==> config.mk <==
export PLATFORM = sky130hd
export DESIGN_NAME = serial_sub_4b_flat
export DESIGN_NICKNAME = d
export VERILOG_FILES = /design/src/rtl/serial_sub_4b_pkg.sv /design/src/rtl/serial_sub_4b_if.sv /design/src/rtl/serial_sub_4b_fa.sv /design/src/rtl/serial_sub_4b.sv /design/src/flat_wrapper.sv
export SDC_FILE = /design/constraint.sdc
export NUM_CORES = 1
export LEC_CHECK = 0
export CELL_PAD_IN_SITES_DETAIL_PLACEMENT = 2
export CELL_PAD_IN_SITES_GLOBAL_PLACEMENT = 2
export CORE_ASPECT_RATIO = 0.75
export CORE_MARGIN = 2
export CORE_UTILIZATION = 28
export DETAILED_ROUTE_END_ITERATION = 16
export DONT_BUFFER_PORTS = 1
export PLACE_DENSITY_LB_ADDON = 0.2
export SLEW_MARGIN = 20
export SYNTH_ARGS = -nofsm -noshare
export SYNTH_HDL_FRONTEND = slang
export SYNTH_SLANG_ARGS = --single-unit
export TNS_END_PERCENT = 20
==> constraint.sdc <==
create_clock -name clk -period 4.3 [get_ports clk]
set_clock_uncertainty 0.05 [all_clocks]
set_input_delay 0 -clock clk [delete_from_list [all_inputs] [get_ports clk]]
set_output_delay 0 -clock clk [all_outputs]
set_load 0.1 [all_outputs]
==> src/rtl/serial_sub_4b_pkg.sv <==
// Shared definitions for the bit-serial subtractor.
// Holds the FSM state encoding and the default operand/counter widths.
package serial_sub_4b_pkg;

  localparam int unsigned DEFAULT_WIDTH = 4;
  localparam int unsigned DEFAULT_CNT_W = 3;

  typedef enum logic [1:0] {
    S_IDLE = 2'd0,
    S_RUN  = 2'd1,
    S_DONE = 2'd2
  } state_e;

endpackage

==> src/rtl/serial_sub_4b_if.sv <==
// Request/result bundle of the bit-serial subtractor.
// master: drives start/a/b/b_in, observes busy/done/diff/b_out/ovf/zero.
// slave:  the subtractor side of the same signals.
interface serial_sub_4b_if
  import serial_sub_4b_pkg::*;
#(
  parameter int unsigned WIDTH = DEFAULT_WIDTH
);

  logic             start;
  logic [WIDTH-1:0] a;
  logic [WIDTH-1:0] b;
  logic             b_in;
  logic             busy;
  logic             done;
  logic [WIDTH-1:0] diff;
  logic             b_out;
  logic             ovf;
  logic             zero;

  modport master (
    output start, a, b, b_in,
    input  busy, done, diff, b_out, ovf, zero
  );

  modport slave (
    input  start, a, b, b_in,
    output busy, done, diff, b_out, ovf, zero
  );

endinterface

==> src/rtl/serial_sub_4b_fa.sv <==
// Structural one-bit full adder used as the serial arithmetic cell.
// Ports: a, b, c_in (addends and carry in); sum, c_out (results).
module FA_str (
  input  logic a,
  input  logic b,
  input  logic c_in,
  output logic sum,
  output logic c_out
);

  logic p;

  assign p     = a ^ b;
  assign sum   = p ^ c_in;
  assign c_out = (a & b) | (c_in & p);

endmodule

==> src/rtl/serial_sub_4b.sv <==
// Bit-serial two's-complement subtractor: diff = a - b - b_in, LSB first,
// one bit per clock through a single full adder (a + ~b + ~b_in).
// Ports: clk, rst (synchronous, active high); bus (slave side of
// serial_sub_4b_if: start/a/b/b_in in, busy/done/diff/b_out/ovf/zero out).
module serial_sub_4b
  import serial_sub_4b_pkg::*;
#(
  parameter int unsigned WIDTH = DEFAULT_WIDTH,
  parameter int unsigned CNT_W = DEFAULT_CNT_W
) (
  input logic            clk,
  input logic            rst,
  serial_sub_4b_if.slave bus
);

  state_e           state_q, state_d;
  logic [WIDTH-1:0] a_sr_q, a_sr_d;
  logic [WIDTH-1:0] nb_sr_q, nb_sr_d;
  logic [WIDTH-1:0] diff_q, diff_d;
  logic [CNT_W-1:0] cnt_q, cnt_d;
  logic             carry_q, carry_d;
  logic             a_msb_q, a_msb_d;
  logic             b_msb_q, b_msb_d;
  logic             b_out_q, b_out_d;
  logic             ovf_q, ovf_d;
  logic             zero_q, zero_d;

  logic accept;
  logic last_step;
  logic fa_sum;
  logic fa_cout;

  // Starts are only honoured when no operation is in flight.
  assign accept    = bus.start && ((state_q == S_IDLE) || (state_q == S_DONE));
  assign last_step = (state_q == S_RUN) && (cnt_q == CNT_W'(WIDTH - 1));

  FA_str u_fa (
    .a     (a_sr_q[0]),
    .b     (nb_sr_q[0]),
    .c_in  (carry_q),
    .sum   (fa_sum),
    .c_out (fa_cout)
  );

  // State register
  always_ff @(posedge clk) begin
    if (rst) begin
      state_q <= S_IDLE;
    end else begin
      state_q <= state_d;
    end
  end

  // Next-state logic
  always_comb begin
    state_d = state_q;
    unique case (state_q)
      S_IDLE:  if (bus.start) state_d = S_RUN;
      S_RUN:   if (last_step) state_d = S_DONE;
      S_DONE:  state_d = bus.start ? S_RUN : S_IDLE;
      default: state_d = S_IDLE;
    endcase
  end

  // FSM outputs
  always_comb begin
    bus.busy = (state_q == S_RUN);
    bus.done = (state_q == S_DONE);
  end

  // Datapath next-state
  always_comb begin
    a_sr_d  = a_sr_q;
    nb_sr_d = nb_sr_q;
    diff_d  = diff_q;
    cnt_d   = cnt_q;
    carry_d = carry_q;
    a_msb_d = a_msb_q;
    b_msb_d = b_msb_q;
    b_out_d = b_out_q;
    ovf_d   = ovf_q;
    zero_d  = zero_q;
    if (accept) begin
      a_sr_d  = bus.a;
      nb_sr_d = ~bus.b;
      // Subtraction as a + ~b + 1 - b_in: initial carry is the inverted borrow.
      carry_d = ~bus.b_in;
      cnt_d   = '0;
      diff_d  = '0;
      ovf_d   = 1'b0;
      zero_d  = 1'b0;
      a_msb_d = bus.a[WIDTH-1];
      b_msb_d = bus.b[WIDTH-1];
    end else if (state_q == S_RUN) begin
      a_sr_d  = a_sr_q >> 1;
      nb_sr_d = nb_sr_q >> 1;
      carry_d = fa_cout;
      diff_d  = {fa_sum, diff_q[WIDTH-1:1]};
      cnt_d   = cnt_q + CNT_W'(1);
      // Flags are captured from the final step so they are valid with done.
      if (last_step) begin
        b_out_d = ~fa_cout;
        ovf_d   = (a_msb_q != b_msb_q) && (fa_sum != a_msb_q);
        zero_d  = (diff_d == '0);
      end
    end
  end

  always_ff @(posedge clk) begin
    if (rst) begin
      a_sr_q  <= '0;
      nb_sr_q <= '0;
      diff_q  <= '0;
      cnt_q   <= '0;
      carry_q <= 1'b0;
      a_msb_q <= 1'b0;
      b_msb_q <= 1'b0;
      b_out_q <= 1'b0;
      ovf_q   <= 1'b0;
      zero_q  <= 1'b0;
    end else begin
      a_sr_q  <= a_sr_d;
      nb_sr_q <= nb_sr_d;
      diff_q  <= diff_d;
      cnt_q   <= cnt_d;
      carry_q <= carry_d;
      a_msb_q <= a_msb_d;
      b_msb_q <= b_msb_d;
      b_out_q <= b_out_d;
      ovf_q   <= ovf_d;
      zero_q  <= zero_d;
    end
  end

  assign bus.diff  = diff_q;
  assign bus.b_out = b_out_q;
  assign bus.ovf   = ovf_q;
  assign bus.zero  = zero_q;

endmodule

==> src/flat_wrapper.sv <==
// flat-port wrapper written by rule: the top's interface ports become plain ports
module serial_sub_4b_flat import serial_sub_4b_pkg::*;
#(
  parameter int unsigned WIDTH = DEFAULT_WIDTH,
  parameter int unsigned CNT_W = DEFAULT_CNT_W
)
  (clk, rst, bus_start, bus_a, bus_b, bus_b_in, bus_busy, bus_done, bus_diff, bus_b_out, bus_ovf, bus_zero);
  serial_sub_4b_if #(.WIDTH(WIDTH)) bus_i ();
  input logic clk;
  input logic rst;
  input wire logic [$bits(bus_i.start)-1:0] bus_start;
  input wire logic [$bits(bus_i.a)-1:0] bus_a;
  input wire logic [$bits(bus_i.b)-1:0] bus_b;
  input wire logic [$bits(bus_i.b_in)-1:0] bus_b_in;
  output wire logic [$bits(bus_i.busy)-1:0] bus_busy;
  output wire logic [$bits(bus_i.done)-1:0] bus_done;
  output wire logic [$bits(bus_i.diff)-1:0] bus_diff;
  output wire logic [$bits(bus_i.b_out)-1:0] bus_b_out;
  output wire logic [$bits(bus_i.ovf)-1:0] bus_ovf;
  output wire logic [$bits(bus_i.zero)-1:0] bus_zero;
  assign bus_i.start = bus_start;
  assign bus_i.a = bus_a;
  assign bus_i.b = bus_b;
  assign bus_i.b_in = bus_b_in;
  assign bus_busy = bus_i.busy;
  assign bus_done = bus_i.done;
  assign bus_diff = bus_i.diff;
  assign bus_b_out = bus_i.b_out;
  assign bus_ovf = bus_i.ovf;
  assign bus_zero = bus_i.zero;
  serial_sub_4b #(.WIDTH(WIDTH), .CNT_W(CNT_W)) u_core (.clk(clk), .rst(rst), .bus(bus_i));
endmodule
==> impl_metrics.env, run 1 <==
export IMPL_syn_to_final_growth_pct=13.0
export IMPL_hold_ws_ns=0.0888
export IMPL_drive_above_1_share_pct=9.48
export IMPL_wire_per_inst_um=16.2
export IMPL_antenna_found_initial=0
export IMPL_reg2reg_slack_ns=2.50
export IMPL_port_buffers=0
export IMPL_viasPerCell=5.06
export IMPL_worstSetupPathType="reg2reg"
export IMPL_grt_pass1_vias=805
export IMPL_rsz0062_at_grt="false"
export IMPL_insertion_delay_ns=0.27
export IMPL_crit_arrival_ns=1.88
export IMPL_clock_sinks=23
export IMPL_pre_cts_ws_ns=2.52
export IMPL_setup_viol=0
export IMPL_cts_tree="yes"
export IMPL_vias=789
export IMPL_reg2regPathDepth=4
export IMPL_fp_dieH_um=56.0
export IMPL_initial_utilization_pct=29.9
export IMPL_nets=132
export IMPL_drc=0
export IMPL_cts_max_level=1
export IMPL_grt_overflow_total=0
export IMPL_max_freq_mhz=554
export IMPL_path_clk_slew_ns=0.09
export IMPL_die_area_um2=4110
export IMPL_final_util_pct=33.8
export IMPL_post_cts_resized=0
export IMPL_use_met2_pct=20.2
export IMPL_grt_max_degree=20
export IMPL_ctsLongestPathBuffers=2
export IMPL_place_gp_congestion=0.661
export IMPL_timing_rr_end="u_core.a_sr_q[1]"
export IMPL_nFillCells=379
export IMPL_core_area_um2=3380
export IMPL_cellPowerDensity_nw_per_um2=382
export IMPL_worstReg2RegStart="u_core.state_q[1]"
export IMPL_hpwl_um=1710
export IMPL_grt_pass1_wl_um=4220
export IMPL_slew_headroom_pct=30.5
export IMPL_startpoint="u_core.state_q[1]"
export IMPL_cts_made_buffers=3
export IMPL_syn_inst=109
export IMPL_run_status="finished clean"
export IMPL_syn_nets=124
export IMPL_timing_hold_violations_final=0
export IMPL_num_io_pins=21
export IMPL_grtUsageMet1_pct=18.7
export IMPL_most_common_layout_cells="dfxtp_1 (23), a21oi_1 (18), nand2_1 (14)"
export IMPL_worst_pin_slew_ns=1.04
export IMPL_slew_viol_final=0
export IMPL_ctsRootBufferMaster="clkbuf_8"
export IMPL_synth_cell_types=25
export IMPL_final_setup_tns_ns=0
export IMPL_min_from="bus_start"
export IMPL_irDropWorstVdd_mv=0.164
export IMPL_drt_initial_drc_count=31
export IMPL_yosysSeqAreaShare_pct=45.5
export IMPL_final_setup_worst_slack_ns=2.50
export IMPL_grt_use_total_pct=13.6
export IMPL_hp_class="in2reg"
export IMPL_ys_ff_latch=23
export IMPL_start_kind="flop"
export IMPL_final_common_cell="dfxtp_1"
export IMPL_avgSynthCellArea_um2=9.27
export IMPL_n_antenna_cell=0
export IMPL_p_leak_nw=0.392
export IMPL_top_usage_layer="met2"
export IMPL_ant_nets=0
export IMPL_drt_total_wl_um=2520
export IMPL_cp_required_ns=4.38
export IMPL_finalPower_mw=0.436
export IMPL_endpoint="u_core.a_sr_q[1]"
export IMPL_cp_max_fo=19
export IMPL_synth_area_um2=1010
export IMPL_rows=18
export IMPL_min_period_ns=1.80
export IMPL_dieWidth_um=73.4
export IMPL_end_kind="flop"
export IMPL_finalCritPeriodShare_pct=41.9
export IMPL_met3_usage_pct=3.99
export IMPL_yosysWarnings=0
export IMPL_max_cap_violations=0
export IMPL_dr_pass1_iters=3
[logic make-up (layout without fill, tap and decap cells)]
| kind of cell | Yosys count | after routing | share of synthesized area [%] |
|---|---|---|---|
| AND/OR/NAND/NOR | 40 | 40 | 20.4 |
| flip-flops | 23 | 23 | 45.5 |
| buffers and inverters | 12 | 19 | 8.79 |
| AO/OA/AOI/OAI | 30 | 30 | 19.9 |
| XOR/XNOR | 1 | 1 | 0.866 |
| adder cells (fa/ha/maj) | 3 | 3 | 4.46 |
[timing repair]
| action | 4_1_cts | 5_1_grt |
|---|---|---|
| setup buffers | 0 | 0 |
| endpoints found under the setup margin | 0 | 0 |
| hold endpoints to repair | 23 | 0 |
| hold buffers | 10 | 0 |
[worst max-delay path, cell delays in order, from the launching register on]
cell,delay (ns)
dfxtp_1,0.35
nand2b_1,0.59
inv_6,0.29
a22oi_1,0.27
a21oi_1,0.11
[cell type report]
type	count	area [um^2]	area share (%)
multi-input cells	74	462	40.4
flip-flops and latches	23	460	40.3
repair buffers	10	100	8.76
well taps	40	50.0	4.38
clock buffers	3	41.3	3.61
inverters	5	23.8	2.08
clock inverters	1	5.00	0.438
[sequential cells by signal, indices dropped and copies added (netlist names)]
signal / cells
u_core.a_sr_q: 4
u_core.bus.diff: 4
u_core.nb_sr_q: 4
u_core.cnt_q: 3
u_core.state_q: 2
u_core.a_msb_q: 1
u_core.b_msb_q: 1
u_core.bus.b_out: 1
u_core.bus.ovf: 1
u_core.bus.zero: 1
u_core.carry_q: 1
[synth_stat cells]
| library cell | number | area, um^2 |
|---|---|---|
| a211oi_2 | 3 | 37.5 |
| a21oi_1 | 18 | 90.1 |
| a21oi_2 | 1 | 8.76 |
| a22oi_1 | 3 | 22.5 |
| a2bb2oi_1 | 3 | 26.3 |
| and2b_1 | 2 | 15.0 |
| buf_2 | 1 | 5.00 |
| buf_6 | 5 | 56.3 |
| clkbuf_1 | 1 | 3.75 |
| dfxtp_1 | 23 | 460 |
| fa_1 | 1 | 20.0 |
| ha_1 | 2 | 25.0 |
| inv_1 | 4 | 15.0 |
| inv_6 | 1 | 8.76 |
| nand2_1 | 14 | 52.6 |
| nand2b_1 | 3 | 18.8 |
| nand2b_4 | 1 | 13.8 |
| nand3_1 | 10 | 50.1 |
| nand3_2 | 1 | 10.0 |
| nand3b_1 | 2 | 15.0 |
| nor2_1 | 6 | 22.5 |
| nor4b_1 | 1 | 8.76 |
| o21a_1 | 1 | 7.51 |
| o22a_1 | 1 | 8.76 |
| xnor2_1 | 1 | 8.76 |
[layer usage]
metal / vias to the layer above / share of wire [%] / wire, um
met2: 13 / 46 / 1160
met4: 0 / 1.3 / 32
met1: 381 / 48 / 1220
met3: 5 / 4.4 / 110
li1: 390 / - / -
met5: - / 0 / 0
[how the worst min path moves through the flow]
stage                        to  cells past startpoint
6_report         u_core.b_msb_q                      3
5_1_grt          u_core.b_msb_q                      3
4_1_cts          u_core.b_msb_q                      3
3_5_place_dp   u_core.bus.b_out                      1
3_3_place_gp   u_core.bus.b_out                      1
2_1_floorplan  u_core.a_sr_q[0]                      1
[per-stage QoR]
| step | area [um^2] | cells |
|---|---|---|
| after floorplan | 1010 | 109 |
| after global placement | 996 | 142 |
| after detailed placement | 996 | 142 |
| after CTS | 1140 | 156 |
| after global routing | 1140 | 156 |
| final | 1140 | 156 |
[report_power, final]
group / leakage, nW / switching (mW) / internal (mW)
sequential: 0.188 / 0.0118 / 0.223
clock: 0.0255 / 0.0726 / 0.0648
combinational: 0.179 / 0.0403 / 0.0239
total: 0.392 / 0.125 / 0.311
No activity file was read; power rests on OpenSTA's default activity.
==> run 2, diff against run 1 <==
==> constraint.sdc (replaced) <==
create_clock -name clk -period 1.6 [get_ports clk]
set_clock_uncertainty 0.05 [all_clocks]
set_input_delay 0 -clock clk [delete_from_list [all_inputs] [get_ports clk]]
set_output_delay 0 -clock clk [all_outputs]
set_load 0.1 [all_outputs]
==> impl_metrics.env, run 2 (synthesis results as in run 1) <==
export IMPL_run_status="finished clean"
export IMPL_p_leak_nw=0.467
export IMPL_ctsRootBufferMaster="clkbuf_8"
export IMPL_stdcell_count=170
export IMPL_nFillCells=386
export IMPL_grt_pass1_wl_um=4580
export IMPL_pre_cts_ws_ns=0.0373
export IMPL_design_area_um2=1270
export IMPL_antenna_found_initial=0
export IMPL_slew_headroom_pct=59.1
export IMPL_hp_class="in2reg"
export IMPL_cp_required_ns=1.76
export IMPL_vias=862
export IMPL_setup_viol=0
export IMPL_p_sw_share_pct=28.3
export IMPL_initial_utilization_pct=29.9
export IMPL_start_kind="flop"
export IMPL_crit_slowest_cell="fa_1"
export IMPL_drc=0
export IMPL_crit_chain="inv_2, fa_1, nor4b_2, nand3_1, a21oi_2"
export IMPL_ctsLongestPathBuffers=2
export IMPL_intPower_mw=0.869
export IMPL_fp_dieH_um=56.0
export IMPL_drt_initial_drc_count=24
export IMPL_cts_tree="yes"
export IMPL_cts_max_level=1
export IMPL_n_antenna_cell=0
export IMPL_grt_use_total_pct=14.4
export IMPL_end_kind="flop"
export IMPL_hpwl_um=1820
export IMPL_dr_pass1_iters=3
export IMPL_max_cap_violations=0
export IMPL_timing_hold_violations_final=0
export IMPL_cp_slowest_stage_delay_ns=0.56
export IMPL_drive_above_1_share_pct=23.8
export IMPL_slew_viol_final=0
export IMPL_clock_sinks=23
export IMPL_core_area_um2=3380
export IMPL_final_util_pct=37.7
export IMPL_ant_nets=0
export IMPL_dpl_cell_area_um2=1090
export IMPL_final_setup_worst_slack_ns=0.0477
export IMPL_worst_pin_slew_ns=0.612
export IMPL_cts_made_buffers=3
export IMPL_multi_input_comb_area_um2=483
export IMPL_final_common_cell="dfxtp_1"
export IMPL_max_freq_mhz=644
export IMPL_power_frac_clock_pct=30.2
export IMPL_crit_arrival_ns=1.71
export IMPL_grt_overflow_total=0
export IMPL_ff_latch_area_um2=463
export IMPL_dp_cells=155
export IMPL_net_switching_power_mw=0.342
export IMPL_finalCritPeriodShare_pct=97.0
export IMPL_seqPwrFrac_pct=51.0
export IMPL_min_period_ns=1.55
export IMPL_worstSetupPathType="reg2reg"
export IMPL_num_io_pins=21
export IMPL_port_buffers=0
export IMPL_die_area_um2=4110
export IMPL_nets=146
export IMPL_cp_max_fo=2
export IMPL_dieWidth_um=73.4
export IMPL_cellPowerDensity_nw_per_um2=951
export IMPL_path_clk_slew_ns=0.08
export IMPL_syn_to_final_growth_pct=26.0
export IMPL_grt_pass1_vias=944
export IMPL_comb_power_share_pct=18.8
export IMPL_hold_ws_ns=0.0752
export IMPL_grt_max_degree=20
export IMPL_irDropWorstVdd_mv=0.424
export IMPL_wire_per_inst_um=16.0
export IMPL_rows=18
export IMPL_insertion_delay_ns=0.27
export IMPL_place_gp_congestion=0.782
export IMPL_most_common_layout_cells="dfxtp_1 (21), a21oi_1 (16), nand2_1 (14)"
export IMPL_drt_total_wl_um=2730
export IMPL_viasPerCell=5.07
-- run 2: changes by cell type in the layout (fill, tap and decap cells not counted), moves of 2 or more --
| cell | change |
|---|---|
| a21oi_1 | -2 |
| dfxtp_1 | -2 |
| a21oi_2 | +2 |
| dfxtp_2 | +2 |
| buf_4 | +13 |
-- run 2: metrics by stage --
step | setup TNS (ns) | power (mW)
CTS | 0 | 1.20
floorplan | 0 | 0.784
finish | 0 | 1.21
global route | -0.0174 | 1.27
detailed placement | 0 | 0.809
global placement | 0 | 0.802
-- run 2: critical path: cells and delay by family, from the launching register on --
kind / cells / cell delay, ns
AO/OA/AOI/OAI: 1 / 0.16
adder cells (fa/ha/maj): 1 / 0.56
flip-flops: 1 / 0.34
buffers and inverters: 1 / 0.04
AND/OR/NAND/NOR: 2 / 0.34
-- run 2: layout make-up --
type / count / area share, %
Clock buffer: 4 / 3.54
Inverter: 5 / 1.87
Multi-Input combinational cell: 74 / 37.9
Sequential cell: 23 / 36.3
Tap cell: 40 / 3.93
Timing Repair Buffer: 24 / 16.4
-- run 2: final timing paths --
path,from,to,slack [ns],depth (start not counted)
setup / recovery,u_core.carry_q,u_core.bus.zero,0.05,5
hold / removal,bus_start,u_core.b_msb_q,0.08,3
setup reg to reg,u_core.carry_q,u_core.bus.zero,0.05,5
hold reg to reg,u_core.bus.diff[0],u_core.bus.diff[0],0.41,2
-- run 2: power by group through the flow --
stage | Sequential [mW] | Combinational, mW | Clock [mW]
3_3_place_gp | 0.627 | 0.175 | 0
6_report | 0.618 | 0.227 | 0.366
5_1_grt | 0.622 | 0.248 | 0.403
2_1_floorplan | 0.638 | 0.145 | 0
3_5_place_dp | 0.628 | 0.181 | 0
4_1_cts | 0.615 | 0.208 | 0.377
-- run 2: what timing repair did --
item	4_1_cts	5_1_grt
endpoints found under the setup margin	0	2
resized for setup	0	9
endpoints found under the hold margin	23	0
hold buffers	10	0
buffers inserted	0	1
-- run 2: per-layer routing --
metal	global-route usage, %	vias up	wire length (um)
met5	0	-	0
met4	1.56	0	19
met3	4.35	3	113
met2	24.8	13	1310
met1	18.0	429	1290
li1	-	417	-
==> run 3, diff against run 2 <==
--- a/config.mk
+++ b/config.mk
@@ -5,8 +5,8 @@
 export SDC_FILE = /design/constraint.sdc
 export NUM_CORES = 1
 export LEC_CHECK = 0
-export CELL_PAD_IN_SITES_DETAIL_PLACEMENT = 2
-export CELL_PAD_IN_SITES_GLOBAL_PLACEMENT = 2
+export CELL_PAD_IN_SITES_DETAIL_PLACEMENT = 1
+export CELL_PAD_IN_SITES_GLOBAL_PLACEMENT = 1
 export CORE_ASPECT_RATIO = 0.75
 export CORE_MARGIN = 2
 export CORE_UTILIZATION = 28
==> impl_metrics.env, run 3 (synthesis results as in run 1) <==
export IMPL_die_area_um2=4110
export IMPL_cp_required_ns=1.74
export IMPL_nets=145
export IMPL_antenna_found_initial=0
export IMPL_ant_nets=0
export IMPL_worstSetupPathType="reg2reg"
export IMPL_ctsRootBufferMaster="clkbuf_8"
export IMPL_finalCritPeriodShare_pct=95.7
export IMPL_final_setup_tns_ns=0
export IMPL_cp_max_fo=3
export IMPL_slew_headroom_pct=60.2
export IMPL_finalPower_mw=1.18
export IMPL_final_common_cell="dfxtp_1"
export IMPL_setup_viol=0
export IMPL_ctsLongestPathBuffers=2
export IMPL_grt_pass1_wl_um=3950
export IMPL_grt_pass1_vias=846
export IMPL_num_io_pins=21
export IMPL_start_kind="flop"
export IMPL_run_status="finished clean"
export IMPL_met3_usage_pct=4.53
export IMPL_port_buffers=0
export IMPL_use_met2_pct=18.8
export IMPL_rsz0062_at_grt="true"
export IMPL_ff_latch_area_um2=463
export IMPL_dr_pass1_iters=4
export IMPL_drive_above_1_share_pct=20.2
export IMPL_dieWidth_um=73.4
export IMPL_dp_cells=155
export IMPL_crit_arrival_ns=1.67
export IMPL_viasPerCell=4.90
export IMPL_grt_overflow_total=0
export IMPL_cts_made_buffers=3
export IMPL_wire_per_inst_um=14.3
export IMPL_crit_slowest_cell="fa_1"
export IMPL_place_gp_congestion=0.757
export IMPL_cts_max_level=1
export IMPL_p_leak_nw=0.461
export IMPL_cts_tree="yes"
export IMPL_path_clk_slew_ns=0.08
export IMPL_multi_input_comb_area_um2=468
export IMPL_grt_max_degree=20
export IMPL_core_area_um2=3380
export IMPL_drt_initial_drc_count=24
export IMPL_end_kind="flop"
export IMPL_most_common_layout_cells="dfxtp_1 (21), a21oi_1 (18), nand2_1 (14)"
export IMPL_clock_sinks=23
export IMPL_slew_viol_final=0
export IMPL_worst_pin_slew_ns=0.596
export IMPL_drc=0
export IMPL_vias=828
export IMPL_insertion_delay_ns=0.26
export IMPL_grt_use_total_pct=12.3
export IMPL_max_freq_mhz=653
export IMPL_max_cap_violations=0
export IMPL_n_antenna_cell=0
export IMPL_cp_slowest_stage_delay_ns=0.48
export IMPL_drt_total_wl_um=2410
export IMPL_initial_utilization_pct=29.9
export IMPL_fp_dieH_um=56.0
export IMPL_top_usage_layer="met2"
export IMPL_hpwl_um=1650
export IMPL_rows=18
export IMPL_hp_class="in2reg"
export IMPL_min_period_ns=1.53
export IMPL_grtUsageMet1_pct=16.4
export IMPL_timing_hold_violations_final=0
export IMPL_cellPowerDensity_nw_per_um2=947
export IMPL_crit_chain="inv_1, fa_1, buf_4, nor2_1, a21oi_1, a211oi_2"
export IMPL_irDropWorstVdd_mv=0.354
export IMPL_nFillCells=397
export IMPL_post_cts_buffers=0
export IMPL_stdcell_count=169
export IMPL_syn_to_final_growth_pct=23.4
-- run 3: cell count changes in the layout (fill, tap and decap cells not counted), sizes merged --
cell	delta
buf	-1
-- run 3: routing by layer --
metal  vias up  routed length [um]
met4         0                  21
met5         -                   0
met1       392                1160
li1        417                   -
met2        14                1130
met3         5                 101
-- run 3: power breakdown --
part / internal [mW] / total (mW) / leakage (nW) / switching, mW
Clock: 0.178 / 0.361 / 0.0228 / 0.183
Combinational: 0.0799 / 0.204 / 0.250 / 0.124
Sequential: 0.599 / 0.617 / 0.188 / 0.0177
-- run 3: worst paths after layout --
path                       from            endpoint  slack, ns  cells after the start
min reg2reg  u_core.bus.diff[0]  u_core.bus.diff[0]       0.41                      2
min                   bus_start      u_core.a_msb_q       0.09                      4
max              u_core.carry_q      u_core.bus.ovf       0.07                      6
max reg2reg      u_core.carry_q      u_core.bus.ovf       0.07                      6
-- run 3: repair_timing --
item / CTS / global route
setup endpoints to repair: 0 / 2
hold buffers: 10 / 0
hold endpoints to repair: 23 / 0
resized for setup: 0 / 3
-- run 3: layout make-up --
class	instances	area share, %
multi-input combinational	74	37.5
sequential	23	37.1
timing repair buffer	23	15.8
tap	40	4.01
clock buffer	4	3.61
inverter	5	1.91
-- run 3: worst max-delay path, delay by kind of cell, from the launching register on --
family                     cells  cell delay (ns)
AOI/OAI and AO/OA              2             0.30
buffers and inverters          2             0.21
DFF                            1             0.33
adders and majority gates      1             0.48
and+or+nand+nor                1             0.09
-- run 3: stage by stage --
stage / setup WS (ns) / utilization (%) / area, um^2 / hold WS [ns]
floorplan: 0.0860 / - / 1010 / 0.0191
global placement: 0.103 / 32.4 / 1090 / 0.0160
detailed placement: 0.0670 / 32.4 / 1090 / 0.0177
CTS: 0.0387 / 36.7 / 1240 / 0.0720
global route: -0.00524 / 36.9 / 1250 / 0.111
finish: 0.0685 / 36.9 / 1250 / 0.0927
